File: src/rtl/idex_stage.sv
// ID/EX pipeline register for the pipelined MIPS core.
// Detects load-use hazards, inserts bubbles, and counts them saturating.
module idex_stage #(
  parameter int unsigned BUBBLE_W = 16
) (
  input  logic                clk,
  input  logic                reset,
  input  logic                validD,
  input  logic                regwriteD,
  input  logic                regdstD,
  input  logic                alusrcD,
  input  logic                branchD,
  input  logic                bneD,
  input  logic                memwriteD,
  input  logic                memtoregD,
  input  logic                jumpD,
  input  logic [1:0]          aluopD,
  input  logic [31:0]         rd1D,
  input  logic [31:0]         rd2D,
  input  logic [31:0]         signimmD,
  input  logic [31:0]         pcplus4D,
  input  logic [4:0]          rsD,
  input  logic [4:0]          rtD,
  input  logic [4:0]          rdD,
  input  logic                flushE,
  input  logic                holdE,
  output logic                regwriteE,
  output logic                regdstE,
  output logic                alusrcE,
  output logic                branchE,
  output logic                bneE,
  output logic                memwriteE,
  output logic                memtoregE,
  output logic                jumpE,
  output logic [1:0]          aluopE,
  output logic [31:0]         rd1E,
  output logic [31:0]         rd2E,
  output logic [31:0]         signimmE,
  output logic [31:0]         pcplus4E,
  output logic [4:0]          rsE,
  output logic [4:0]          rtE,
  output logic [4:0]          writeregE,
  output logic                validE,
  output logic                stallD,
  output logic [BUBBLE_W-1:0] bubblecnt
);

  logic       hazard;
  logic       kill;
  logic [4:0] writeregD;

  assign writeregD = regdstD ? rdD : rtD;

  always_comb begin
    hazard = validE & memtoregE & regwriteE & (writeregE != 5'd0) & validD &
             ((writeregE == rsD) | (writeregE == rtD));
    kill   = flushE | hazard;
  end

  assign stallD = hazard;

  always_ff @(posedge clk) begin
    if (reset) begin
      validE    <= 1'b0;
      regwriteE <= 1'b0;
      regdstE   <= 1'b0;
      alusrcE   <= 1'b0;
      branchE   <= 1'b0;
      bneE      <= 1'b0;
      memwriteE <= 1'b0;
      memtoregE <= 1'b0;
      jumpE     <= 1'b0;
      aluopE    <= 2'b00;
      rd1E      <= 32'd0;
      rd2E      <= 32'd0;
      signimmE  <= 32'd0;
      pcplus4E  <= 32'd0;
      rsE       <= 5'd0;
      rtE       <= 5'd0;
      writeregE <= 5'd0;
      bubblecnt <= '0;
    end else if (!holdE) begin
      // Data and non-side-effecting controls load even when killed; they are
      // ignored while validE is low.
      regdstE   <= validD & regdstD;
      alusrcE   <= validD & alusrcD;
      aluopE    <= validD ? aluopD : 2'b00;
      rd1E      <= rd1D;
      rd2E      <= rd2D;
      signimmE  <= signimmD;
      pcplus4E  <= pcplus4D;
      rsE       <= rsD;
      rtE       <= rtD;
      writeregE <= writeregD;
      if (kill) begin
        validE    <= 1'b0;
        regwriteE <= 1'b0;
        branchE   <= 1'b0;
        bneE      <= 1'b0;
        memwriteE <= 1'b0;
        memtoregE <= 1'b0;
        jumpE     <= 1'b0;
      end else begin
        validE    <= validD;
        regwriteE <= validD & regwriteD & (writeregD != 5'd0);
        branchE   <= validD & branchD;
        bneE      <= validD & bneD;
        memwriteE <= validD & memwriteD;
        memtoregE <= validD & memtoregD;
        jumpE     <= validD & jumpD;
      end
      // A flush takes precedence over a bubble, so it is not counted.
      if (hazard && !flushE && (bubblecnt != {BUBBLE_W{1'b1}})) begin
        bubblecnt <= bubblecnt + BUBBLE_W'(1);
      end
    end
  end

endmodule

File: config.mk
export PLATFORM = sky130hd
export DESIGN_NAME = idex_stage
export DESIGN_NICKNAME = d
export VERILOG_FILES = /design/src/rtl/idex_stage.sv
export SDC_FILE = /design/constraint.sdc
export NUM_CORES = 1
export LEC_CHECK = 0
export ABC_CLOCK_PERIOD_IN_PS = 3000
export CAP_MARGIN = 20
export CORE_ASPECT_RATIO = 1.4
export CORE_MARGIN = 5
export CORE_UTILIZATION = 44
export CTS_BUF_LIST = sky130_fd_sc_hd__clkbuf_8
export CTS_CLUSTER_DIAMETER = 120
export CTS_CLUSTER_SIZE = 20
export DETAILED_ROUTE_END_ITERATION = 16
export PLACE_DENSITY_LB_ADDON = 0.1
export RECOVER_POWER = 50
export SETUP_SLACK_MARGIN = 0.05
export SYNTH_ARGS = -nofsm -noshare
export SYNTH_HDL_FRONTEND = slang
export SYNTH_SLANG_ARGS = --single-unit
File: constraint.sdc
create_clock -name clk -period 3 [get_ports clk]
set_input_delay 0.75 -clock clk [delete_from_list [all_inputs] [get_ports clk]]
set_output_delay 0.75 -clock clk [all_outputs]
set_load 0.05 [all_outputs]
==> run metrics <==
number of failing hold endpoints at the final stage=0; average wire per cell in the routed design=18.7 µm; Post-Synthesis Mean Instance Area=10.2 µm²; Yosys top cell area share=52.5%; final worst-path cycle share=95.7%; cell at the root of the clock tree=sky130_fd_sc_hd__clkbuf_8; Final Slew Violations=114; number of flip-flops and latches in the synthesized netlist=170; number of flops mapped to enable cells by yosys=0; maximum number of pins on one net before global-route repair=114; post-route cell area=10300 µm²; post-synth design cell area=6480 µm²; Placed Instance Area=9930 µm²; cell family with the largest share of critical-path delay=buffers and inverters; worst-path cell chain=clkdlybuf4s50_1, xor2_1, nor3_2, a22oi_2, nor3_4, buf_6; ports placed on the boundary=329; largest fanout of any net on the critical path=2; Critical-path top delay cell=sky130_fd_sc_hd__clkdlybuf4s50_1; die area=17300 µm²; setup repair after global routing missed its margin=false; most instantiated library cell after synthesis=sky130_fd_sc_hd__dfxtp_1; number of different library cells in the post-synthesis netlist=40; site row count=52; fraction of final layout cells sized beyond drive strength 1=5.58%; number of clock buffers inserted by TritonCTS=17; Slowest Stage Delay on Critical Path=0.43 ns; Data required, critical path=2.25 ns; number of warnings issued by yosys=0; combined global-route utilization of all metal layers=24.2%; Max Buffers Root-to-Sink=2; total number of vias=5901; Worst Skew=0.0214 ns; antenna violation net count after detailed routing=0; type of the most critical hold path=flip-flop to flip-flop; initial standard-cell utilization of the core=44.9%; total of max-cap violations=1; Setup CP Type=input pin to output port; violations in the final reports=max-capacitance violations, max-slew violations; core box area=14400 µm²; post-detailed-routing wire length=21600 µm; # Post-CTS Setup Buffers=0; total iterations of the first detailed-routing run=4; ranking of synthesized cells by area=sky130_fd_sc_hd__dfxtp_1, sky130_fd_sc_hd__mux2i_1, sky130_fd_sc_hd__nor2_1; Clock Sinks=170; Setup Total Neg Slack=0 ns; post-synthesis net count=797; Port-buffer cells=328; Primary FF master, synth=sky130_fd_sc_hd__dfxtp_1; WP buf/inv=2; grt ovf=0; Clk pin slew, worst setup/hold paths=0.10 ns; power density over cell area=512 nW/µm²; cell taking the most area after synthesis=sky130_fd_sc_hd__dfxtp_1; Setup-failing EPs final=0; initial antenna violation count=1; CTS H-tree depth=4; number of global-route vias before repair=6159; arrival time of the worst setup path=2.12 ns; Layout Nets=1114; quantity of hold-fixing buffers added after cts=0; Achievable Freq=348 MHz; Chip Width=113 µm; Worst setup EP type=output port; cells after synthesis=638; Seq/Total Area, Yosys=52.5%; latest clock arrival within the worst-skew pair=0.44 ns; DRC violation total after the first TritonRoute iteration=320; clock tree from TritonCTS=built; detailed placement HPWL=16700 µm; post-layout min period=2.87 ns; worst-case vdd ir drop=0.339 mV; status=finished, violations left; post-detailed-route DRC marker count=0; Synth async-reset ratio=0%; type of element launching the critical path=input pin; via density per instance=5.10; final RePlAce weighted congestion=0.857; synthesis-to-layout area growth=58.6%; post-route total power=0.00526 W; static leakage=4.32 nW; Relative slew margins=-27.2%; top cells by instance count after synthesis=sky130_fd_sc_hd__dfxtp_1, sky130_fd_sc_hd__nor2_1, sky130_fd_sc_hd__mux2i_1, sky130_fd_sc_hd__clkbuf_1, sky130_fd_sc_hd__a21oi_1; floorplan die height=154 µm; Slew @ Worst Pin=1.91 ns; wire length of the first global-routing pass=33400 µm; final standard cell utilization of the core=71.2%
==> timing repair <==
action,4_1_cts,5_1_grt
setup endpoints to repair,1,1
resized for setup,2,2
pin swaps,0,2
==> report_power, final <==
part / switching, W / internal (W) / total (W)
combinational: 0.000700 / 0.000513 / 0.00121
clock: 0.000840 / 0.000768 / 0.00161
sequential: 0.0000704 / 0.00237 / 0.00244
total: 0.00161 / 0.00365 / 0.00526
==> area by class of cell <==
type | instances | area (µm²)
Tap cell | 189 | 236
Fill cell | 1141 | 4160
Sequential cell | 170 | 3400
Clock inverter | 14 | 149
Antenna cell | 1 | 2.50
Inverter | 3 | 11.3
Timing Repair Buffer | 340 | 3380
Clock buffer | 18 | 248
Multi-Input combinational cell | 423 | 2860
==> metal layers <==
layer  share of wire [%]  track usage (%)
met1                  35             24.9
met2                  53             44.0
met3                 8.6             9.08
met4                 2.9             9.62
met5                   0                0
==> metrics by stage <==
stage	instances	hold slack [ns]	setup WS, ns
2_1_floorplan	638	0.715	0.218
3_3_place_gp	1125	0.465	-0.0403
3_5_place_dp	1125	0.471	-0.0410
4_1_cts	1157	0.499	0.0711
5_1_grt	1158	0.521	0.0589
6_report	1158	0.497	0.128
==> state kept, by name, summed over array words and instances (netlist names), 2 cells and up <==
register / cells
rtE: 5
writeregE: 5
pcplus4E: 32
rd1E: 32
aluopE: 2
rsE: 5
bubblecnt: 16
rd2E: 32
signimmE: 32
==> layout by cell type, fill, tap and decap left out, drive strengths merged, types with 12 or more instances in the layout <==
master         Yosys  layout
clkbuf            25      21
buf               17      12
clkdlybuf4s50      0     311
nor2             164     164
mux2i            144     144
dlygate4sd3        0      13
dfxtp            170     170
a21oi             17      17
==> logic make-up (layout without fill, tap and decap cells) <==
kind of cell	Yosys count	count (layout)	synth area share (%)
xor gates and xnor gates	10	10	1.35
adders and majority gates	1	1	0.193
buffers and inverters	45	375	3.28
muxes	147	147	22.9
DFF	170	170	52.5
and+or+nand+nor	221	221	15.3
other	0	1	0
AOI/OAI and AO/OA	44	44	4.54
==> final timing paths <==
check                                  from                        end  slack (ns)  depth (start not counted)
setup / recovery                     rsD[0]                     stallD        0.13                          6
hold / removal         branchE$_SDFFE_PP0N_       branchE$_SDFFE_PP0N_        0.50                          1
setup reg to reg  bubblecnt[0]$_SDFFE_PP0P_  bubblecnt[0]$_SDFFE_PP0P_        0.61                          6
hold reg to reg        branchE$_SDFFE_PP0N_       branchE$_SDFFE_PP0N_        0.50                          1
Power figures use the tool's default switching activity.
